[src/rtl/lsu_pkg.sv]
// Shared definitions for the load/store unit: funct3 codes, exception codes,
// FSM states, the memory request payload and funct3 legality helpers.
package lsu_pkg;

  localparam int unsigned XLEN = 32;
  localparam int unsigned BEW  = XLEN / 8;

  localparam logic [2:0] F3_LB  = 3'd0;
  localparam logic [2:0] F3_LH  = 3'd1;
  localparam logic [2:0] F3_LW  = 3'd2;
  localparam logic [2:0] F3_LBU = 3'd4;
  localparam logic [2:0] F3_LHU = 3'd5;
  localparam logic [2:0] F3_SB  = 3'd0;
  localparam logic [2:0] F3_SH  = 3'd1;
  localparam logic [2:0] F3_SW  = 3'd2;

  typedef enum logic [2:0] {
    EXC_NONE     = 3'd0,
    EXC_MISALIGN = 3'd1,
    EXC_ILLEGAL  = 3'd2,
    EXC_BUS      = 3'd3,
    EXC_TIMEOUT  = 3'd4
  } exc_code_t;

  typedef enum logic [1:0] {
    ST_IDLE = 2'd0,
    ST_REQ  = 2'd1,
    ST_WAIT = 2'd2,
    ST_DONE = 2'd3
  } lsu_state_t;

  typedef struct packed {
    logic            we;
    logic [XLEN-1:0] addr;
    logic [BEW-1:0]  be;
    logic [XLEN-1:0] wdata;
  } mem_req_t;

  function automatic logic f3_legal(input logic store, input logic [2:0] f3);
    if (store) return (f3 == F3_SB) || (f3 == F3_SH) || (f3 == F3_SW);
    return (f3 == F3_LB) || (f3 == F3_LH) || (f3 == F3_LW) ||
           (f3 == F3_LBU) || (f3 == F3_LHU);
  endfunction

  // Size lives in funct3[1:0] for both loads and stores.
  function automatic logic f3_misaligned(input logic [2:0] f3, input logic [1:0] off);
    case (f3[1:0])
      2'd1:    return off[0];
      2'd2:    return off != 2'd0;
      default: return 1'b0;
    endcase
  endfunction

endpackage

[src/rtl/lsu_ld_align.sv]
// Picks the addressed byte/halfword out of a read word and sign/zero extends it.
module ld_align
  import lsu_pkg::*;
(
  input  logic [2:0]      funct3,
  input  logic [1:0]      off,
  input  logic [XLEN-1:0] word,
  output logic [XLEN-1:0] data_c
);

  logic [7:0]  byte_sel;
  logic [15:0] half_sel;

  always_comb begin
    byte_sel = word[{off, 3'b000} +: 8];
    half_sel = off[1] ? word[31:16] : word[15:0];
    data_c   = word;
    case (funct3)
      F3_LB:   data_c = {{24{byte_sel[7]}}, byte_sel};
      F3_LH:   data_c = {{16{half_sel[15]}}, half_sel};
      F3_LBU:  data_c = {24'd0, byte_sel};
      F3_LHU:  data_c = {16'd0, half_sel};
      default: data_c = word;
    endcase
  end

endmodule

[src/rtl/lsu.sv]
// Load/store unit: one outstanding valid/ready access on the data-memory bus,
// stalling the core until the access completes or raises an exception.
module lsu
  import lsu_pkg::*;
#(
  parameter int unsigned TIMEOUT_CYC = 255
) (
  input  logic            clk,
  input  logic            rst,
  input  logic            req_valid,
  input  logic            req_store,
  input  logic [2:0]      req_funct3,
  input  logic [XLEN-1:0] req_addr,
  input  logic [XLEN-1:0] req_wdata,
  output logic            stall,
  output logic            done,
  output logic [XLEN-1:0] ld_data,
  output logic [2:0]      exc_code,
  output logic            mem_req_valid,
  input  logic            mem_req_ready,
  output logic            mem_we,
  output logic [XLEN-1:0] mem_addr,
  output logic [BEW-1:0]  mem_be,
  output logic [XLEN-1:0] mem_wdata,
  input  logic            mem_rsp_valid,
  input  logic [XLEN-1:0] mem_rsp_data,
  input  logic            mem_rsp_err
);

  localparam int unsigned CW = $clog2(TIMEOUT_CYC + 1);

  lsu_state_t      state_q, state_d;
  exc_code_t       exc_q, exc_d;
  logic [CW-1:0]   cnt_q;
  logic            store_q;
  logic [2:0]      f3_q;
  logic [1:0]      off_q;
  mem_req_t        mem_q, req_c;
  logic [XLEN-1:0] ld_c;
  logic            accept_c;

  assign accept_c = (state_q == ST_IDLE) && req_valid;

  // Word address plus lane-replicated store data and byte enables.
  always_comb begin
    req_c.we    = req_store;
    req_c.addr  = {req_addr[XLEN-1:2], 2'b00};
    req_c.be    = 4'hF;
    req_c.wdata = req_wdata;
    case (req_funct3[1:0])
      2'd0: begin
        req_c.be    = 4'(4'b0001 << req_addr[1:0]);
        req_c.wdata = {4{req_wdata[7:0]}};
      end
      2'd1: begin
        req_c.be    = 4'(4'b0011 << req_addr[1:0]);
        req_c.wdata = {2{req_wdata[15:0]}};
      end
      default: ;
    endcase
  end

  always_ff @(posedge clk or negedge rst) begin
    if (!rst) state_q <= ST_IDLE;
    else      state_q <= state_d;
  end

  always_comb begin
    state_d = state_q;
    exc_d   = EXC_NONE;
    case (state_q)
      ST_IDLE: begin
        if (req_valid) begin
          if (!f3_legal(req_store, req_funct3)) begin
            state_d = ST_DONE;
            exc_d   = EXC_ILLEGAL;
          end else if (f3_misaligned(req_funct3, req_addr[1:0])) begin
            state_d = ST_DONE;
            exc_d   = EXC_MISALIGN;
          end else begin
            state_d = ST_REQ;
          end
        end
      end
      ST_REQ: begin
        if (mem_req_ready) state_d = ST_WAIT;
      end
      ST_WAIT: begin
        if (mem_rsp_valid) begin
          state_d = ST_DONE;
          exc_d   = mem_rsp_err ? EXC_BUS : EXC_NONE;
        end else if (cnt_q == CW'(TIMEOUT_CYC - 1)) begin
          state_d = ST_DONE;
          exc_d   = EXC_TIMEOUT;
        end
      end
      ST_DONE: state_d = ST_IDLE;
      default: state_d = ST_IDLE;
    endcase
  end

  ld_align u_ld_align (
    .funct3 (f3_q),
    .off    (off_q),
    .word   (mem_rsp_data),
    .data_c (ld_c)
  );

  always_ff @(posedge clk or negedge rst) begin
    if (!rst) begin
      done    <= 1'b0;
      exc_q   <= EXC_NONE;
      ld_data <= '0;
      cnt_q   <= '0;
      store_q <= 1'b0;
      f3_q    <= '0;
      off_q   <= '0;
      mem_q   <= '0;
    end else begin
      done <= (state_d == ST_DONE);
      if ((state_d == ST_DONE) && (state_q != ST_DONE)) exc_q <= exc_d;
      if (accept_c) begin
        store_q <= req_store;
        f3_q    <= req_funct3;
        off_q   <= req_addr[1:0];
        mem_q   <= req_c;
      end
      if (state_q == ST_REQ)       cnt_q <= '0;
      else if (state_q == ST_WAIT) cnt_q <= cnt_q + CW'(1);
      // Only error-free load responses update the write-back value.
      if ((state_q == ST_WAIT) && mem_rsp_valid && !mem_rsp_err && !store_q)
        ld_data <= ld_c;
    end
  end

  assign exc_code      = exc_q;
  assign mem_we        = mem_q.we;
  assign mem_addr      = mem_q.addr;
  assign mem_be        = mem_q.be;
  assign mem_wdata     = mem_q.wdata;
  assign mem_req_valid = rst && (state_q == ST_REQ);
  assign stall         = rst && req_valid && (state_q != ST_DONE);

endmodule

[config.mk]
export PLATFORM = sky130hd
export DESIGN_NAME = lsu
export DESIGN_NICKNAME = d
export VERILOG_FILES = /design/src/rtl/lsu_pkg.sv /design/src/rtl/lsu_ld_align.sv /design/src/rtl/lsu.sv
export SDC_FILE = /design/constraint.sdc
export NUM_CORES = 1
export LEC_CHECK = 0
export CORE_UTILIZATION = 44
export DETAILED_ROUTE_END_ITERATION = 8
export GPL_ROUTABILITY_DRIVEN = 0
export GPL_TIMING_DRIVEN = 0
export PLACE_DENSITY_LB_ADDON = 0.15
export SYNTH_ARGS = -nofsm -noshare
export SYNTH_HDL_FRONTEND = slang
export SYNTH_SLANG_ARGS = --single-unit
[constraint.sdc]
create_clock -name clk -period 2.62 [get_ports clk]
set_input_delay 0.262 -clock clk [delete_from_list [all_inputs] [get_ports clk]]
set_output_delay 0.262 -clock clk [all_outputs]
set_load 0.02 [all_outputs]
## Word level (Yosys, flattened, before mapping)

Cells that the tools add are included.

| storage, ports and cells | value |
|---|---|
| bits in registers | 118 |
| input port bits | 106 |
| output and inout bits | 107 |
| logic and storage cells | 80 |

| operators by class | value |
|---|---|
| add/subtract/negate cells | 1 |
| equality and inequality tests | 15 |
| shifts and indexed selects | 3 |
| multiplexer cells | 30 |
| reduce and logical (&&, ||, !) cells | 20 |

Operators with widths:

| operator | count |
|---|---|
| $pmux 32 s4 | 1 |
| $pmux 36 s2 | 1 |
| $shiftx 32x6->8 | 1 |
| $mux 2 | 9 |
| $mux 16 | 1 |
| $mux 8 | 2 |
| $eq 3x3->1 const B | 4 |
| $mux 1 | 11 |
| $add 8x1->8 const B | 1 |
| $eq 2x2->1 const B | 4 |
| $eq 8x8->1 const B | 1 |
| $logic_and 1x1->1 | 8 |
| $pmux 2 s4 | 1 |
| $eq 3x1->1 const B | 2 |
| $logic_not 3->1 | 2 |
| $mux 3 | 2 |
| $pmux 3 s2 | 1 |
| $eq 2x1->1 const B | 2 |
| $logic_not 2->1 | 2 |
| $logic_or 1x1->1 | 4 |
| $reduce_bool 2->1 | 2 |
| $shl 1x2->4 const A | 1 |
| $shl 2x2->4 const A | 1 |
| $eq 3x2->1 const B | 1 |
| other kinds (3) | 4 |

## Depth between registers and ports, before layout

| logic depth | value |
|---|---|
| depth after elaboration | 17 |
| gate-level depth with buffers | 9 |
| gate-level depth less buffers | 7 |

## Modules after synthesis

From an unflattened synthesis, not the netlist that was laid out.

| unflattened totals | value |
|---|---|
| cell total of the unflattened synthesis | 519 |
| area total of the unflattened synthesis | 5796.8 sq um |

By module, submodules not included:

| module | instances | cells each | area each (sq um) | seq. area each (sq um) |
|---|---|---|---|---|
| lsu | 1 | 401 | 5036.1 | 2952.8 |
| ld_align | 1 | 118 | 760.7 | 0.0 |

## Worst setup path before layout

OpenSTA, ideal clock, no wires.

| timing | value |
|---|---|
| path kind | input-to-reg |
| from | input req_funct3[1] |
| to | register exc_q[1], in the netlist exc_code[1] |
| library setup time | 0.128 ns |
| data arrival time | 2.209 ns |
| required time | 2.492 ns |
| slack | 0.283 ns |
| stages on the path | 9 |
| path buffers | 2 |
| cells stage by stage | clkbuf_1 -> inv_1 -> ha_1 -> buf_2 -> nor2_4 -> a211o_1 -> o211ai_1 -> or3_1 -> mux2_1 |

| on the way | value |
|---|---|
| cells in the longest elaborated chain, start to end | 13 |
| elaborated cells between the ends (all ways) | 28 |
| those cells by class | eq/ne: 7; mux: 15; reduce/logical: 6 |

Ends and longest elaborated chain:

| what | line | RTL |
|---|---|---|
| start: declaration | lsu.sv:12 | `input logic [2:0] req_funct3,` |
| $eq 3x1->1 or $logic_not 3->1 (tied branches) | lsu_pkg.sv:40, lsu_pkg.sv:41 |  |
| $logic_or 1x1->1 (2 in a row) | lsu_pkg.sv:40, lsu_pkg.sv:41 |  |
| $logic_or 1x1->1 | lsu_pkg.sv:41 | `return (f3 == F3_LB) \|\| (f3 == F3_LH) \|\| (f3 == F3_LW) \|\|` |
| $logic_or 1x1->1 | lsu_pkg.sv:42 | `(f3 == F3_LBU) \|\| (f3 == F3_LHU);` |
| $mux 1 | lsu_pkg.sv:41 |  |
| $mux 1 | lsu.sv:73 | `if (req_valid) begin` |
| $mux 1 | lsu.sv:71 | `case (state_q)` |
| $mux 2 | lsu.sv:74 | `if (!f3_legal(req_store, req_funct3)) begin` |
| $mux 2 | lsu.sv:73 |  |
| $pmux 2 s4 | lsu.sv:71 |  |
| $eq 2x2->1 | lsu.sv:121 | `if ((state_d == ST_DONE) && (state_q != ST_DONE)) exc_q <= exc_d;` |
| $logic_and 1x1->1 | lsu.sv:121 |  |
| end signal: assignment | lsu.sv:112 | `exc_q <= EXC_NONE;` |
| end signal: assignment | lsu.sv:121 |  |
| end: declaration | lsu.sv:33 | `exc_code_t exc_q, exc_d;` |

Parallel ways exist; a longest one is shown, timed or not. The select of a mux whose other input is x is not followed.
A chain may end at the register's enable or synchronous reset.

## Final worst setup path

Same ends and word-level chain as after synthesis.

==> run summary <==
Post-Synth Adder-Cell Area -> 2.02%
Synth Area in Compound Gates -> 12.6%
Critical path capture point -> exc_code[1]$_DFFE_PN0P_
First-pass GRT wire length -> 25,400 um
First-pass DRT Iterations -> 6
Dpl hpwl -> 12,200 um
Clk buf depth -> 2
Reg2reg start -> state_q[0]$_DFF_PN0_
Pwr Density -> 1220 nW/um^2
Leakage power -> 3.75 nW
Post-synthesis mux area share -> 12.7%
Vias in the first global route -> 5,168
Outcome -> complete, no violations
Critical path arrival -> 2.80 ns
Slowest stage delay, CP -> 0.48 ns
Tot Pwr -> 10.4 mW
Slew @ Worst Pin -> 0.654 ns
Worst R2R Path Depth -> 6
Iteration-0 DRC count of the detailed router -> 421
Final WL -> 16,200 um
Crit-path cells -> clkdlybuf4s50_1, clkbuf_2, inv_1, ha_1, buf_2, nor2_4, a211o_1, o211ai_1, or3_1, mux2_1
CTS buffer count -> 17
Via/cell ratio -> 5.29
DIE WIDTH -> 115 um
Reg2Reg Setup Slack -> 0.30 ns
WS Path Type -> in -> reg
Critical-path top delay cell -> clkdlybuf4s50_1
Worst path bufs/invs -> 4
Logic gate share of total power -> 48.0%
Worst path depth -> 10
Clock share of power -> 21.6%
Seq cells post-synth -> 118
Row count -> 40
Kind of cell adding the most delay to the critical path -> buffers and inverters
Routed Antenna Nets -> 0
Hold Violations, Final -> 0
R2R Path End -> mem_wdata[0]$_DFFE_PN0P_
Post-Synth Simple-Gate Area -> 14.9%
Post-Synth XOR/XNOR Area -> 0.471%
Largest net degree at the start of global routing -> 77
Worst Path Required -> 2.91 ns
Die area -> 13,100 um^2
Unrepaired setup endpoints after global routing -> no
Io pins -> 213
Residual DRC -> 0
Critical-path maximum fanout -> 10
Gr usage total -> 25.7%
Vias -> 5,051
Avg Inst Size Synth -> 10.3 um^2
Drt wl/cell -> 17.0 um
Critical Path End Type -> flop
Post-CTS setup repair buffer count -> 0
Layout Skew -> 0.0103 ns
Period minus WS final -> 2.51 ns
PortBufs -> 210
Psw -> 3.89 mW
Clk_lat worst skew -> 0.42 ns
Layout fillers -> 918
Seq pwr share -> 30.5%
GR Overflow Total -> 0
CTS tree -> built
Core area -> 12,200 um^2
Finish-stage setup viols -> 0
Main combinational cell family by area after synthesis -> simple AND/OR/NAND/NOR gates
Internal -> 6.50 mW
Max-cap violations -> 0
CTS clock-pin slew for the worst setup and hold paths -> 0.05 ns
Die Ht -> 115 um
Register area share after synthesis -> 53.0%
Number of diodes -> 0
Synth unique cells -> 44
Sw Ratio -> 37.5%
Final instance area -> 8530 um^2
Area grow syn2layout -> 53.1%
Startpoint Class -> primary input
Initial core utilization -> 45.8%
Root Driver -> clkbuf_16
Slew Limit Fails -> 0
Synth warnings -> 0
Nets@finish -> 890
Mapped Area -> 5570 um^2
Clk sinks -> 118
Max Fclk -> 398 MHz
Peak VDD IR -> 0.000532 V
Slew headroom -> 56.1%
Type of the tightest min-delay check -> in -> async
Final period util -> 95.9%
Ratio of cells with drive above 1 in the final layout -> 13.6%
CTS HTree Levels -> 4
CP startpoint -> req_funct3[1]
Initial antenna violation count -> 0
Gate count after technology mapping -> 542
Cell Area, Placed -> 7920 um^2
routing by layer:
layer	up-vias	track usage, %	routed length [um]
li1	2354	-	-
met1	2448	28.9	6270
met2	224	44.0	8200
met3	25	9.21	1450
met4	0	11.3	325
met5	-	0	0
per-stage QoR:
stage               hold WS (ns)  setup WS (ns)  TNS, ns  instances  utilization, %
global placement           0.463          -3.31  -393.99        921            64.9
detailed placement         0.213         -0.618    -3.21        922            65.1
CTS                        0.383          0.111        0        954            70.1
floorplan                -0.0336          0.283        0        543               -
finish                     0.418          0.109        0        954            70.1
global route               0.431         0.0201        0        954            70.1
flip-flops by register name, summed over array words and instances, names as in the netlist:
signal     flops
mem_be         4
ld_data       32
off_q          2
mem_addr      30
mem_we         1
exc_code       3
state_q        2
mem_wdata     32
done           1
f3_q           3
cnt_q          8
Yosys cell counts, drive strengths merged:
cell | count | area, um^2
mux2 | 53 | 597
nand2 | 71 | 267
inv | 18 | 67.6
nand3b | 8 | 60.1
xnor2 | 2 | 17.5
o211ai | 1 | 7.51
and3b | 1 | 8.76
nand4 | 2 | 12.5
o22ai | 10 | 62.6
o221ai | 1 | 8.76
a211oi | 1 | 7.51
xor2 | 1 | 8.76
a22o | 9 | 78.8
a211o | 1 | 8.76
a2bb2oi | 1 | 8.76
a21o | 1 | 7.51
nor3 | 2 | 10.0
clkbuf | 24 | 90.1
a2111o | 1 | 11.3
o21a | 1 | 7.51
a21oi | 24 | 120
nand3 | 37 | 235
or3 | 4 | 25.0
conb | 1 | 3.75
nand2b | 7 | 43.8
a31oi | 8 | 50.1
dfrtp | 118 | 2950
a22oi | 8 | 60.1
buf | 14 | 75.1
and2 | 2 | 12.5
o21ai | 53 | 265
mux4 | 1 | 22.5
nor2 | 36 | 143
mux2i | 9 | 90.1
nor3b | 1 | 7.51
or2 | 1 | 6.26
ha | 9 | 113
kinds of logic (layout without fill, tap and decap cells):
family	after synthesis	in the layout
AND/OR/NAND/NOR	172	172
AO/OA/AOI/OAI	120	120
flip-flops	118	118
multiplexers	63	63
buffers and inverters	56	299
adder cells (fa/ha/maj)	9	9
XOR/XNOR	3	3
other	1	2
worst register-to-register path, cell delays in order (launching register included):
cell and delay (ns):
dfrtp_1 0.42, inv_1 0.09, ha_1 0.26, nand2_1 0.25, clkbuf_1 0.45, clkbuf_2 0.36
mux2_2 0.37
cell usage in the layout (no fill, tap or decap), types with 9 or more instances in the layout:
cell type	Yosys	layout
mux2i_1	9	9
a22o_1	9	9
clkbuf_1	24	23
nand2_1	71	71
dfrtp_1	118	118
a21oi_1	24	24
o22ai_1	10	10
clkbuf_16	0	17
o21ai_0	52	52
ha_1	9	9
clkdlybuf4s50_1	0	209
mux2_2	51	51
nand3_1	27	27
nor2_1	35	35
nand3_2	10	10
inv_1	18	18
final cells by class:
type	instances	area (um^2)	area share, %
clock buffer	20	467	5.47
inverter	18	67.6	0.792
buffer	38	169	1.98
timing repair buffer	213	2170	25.4
sequential	118	2950	34.6
tap	168	210	2.46
multi-input combinational	369	2390	28.0
clock inverter	10	105	1.23
worst min path at each step:
stage	start	endpoint	slack (ns)	cells after the start
final	rst	ld_data[30]$_DFFE_PN0P_	0.42	3
after global routing	rst	ld_data[29]$_DFFE_PN0P_	0.43	3
after CTS	rst	ld_data[30]$_DFFE_PN0P_	0.38	3
after detailed placement	rst	ld_data[30]$_DFFE_PN0P_	0.21	1
after global placement	mem_wdata[17]$_DFFE_PN0P_	mem_wdata[17]$_DFFE_PN0P_	0.46	2
after floorplan	rst	cnt_q[0]$_DFFE_PN0P_	-0.03	0
power groups by stage:
stage | clock [mW] | sequential, mW | combinational (mW)
after global placement | 0 | 3.14 | 4.87
after global routing | 2.38 | 3.27 | 5.37
final | 2.24 | 3.17 | 4.99
after detailed placement | 0 | 3.18 | 4.98
after CTS | 2.28 | 3.17 | 5.01
after floorplan | 0 | 4.07 | 1.77
repair_timing:
| item | CTS | global route |
|---|---|---|
| setup endpoints to repair | 3 | 18 |
| hold buffers | 2 | 0 |
| resized for setup | 1 | 2 |
| hold endpoints to repair | 44 | 0 |
No activity file was read; power rests on OpenSTA's default activity.
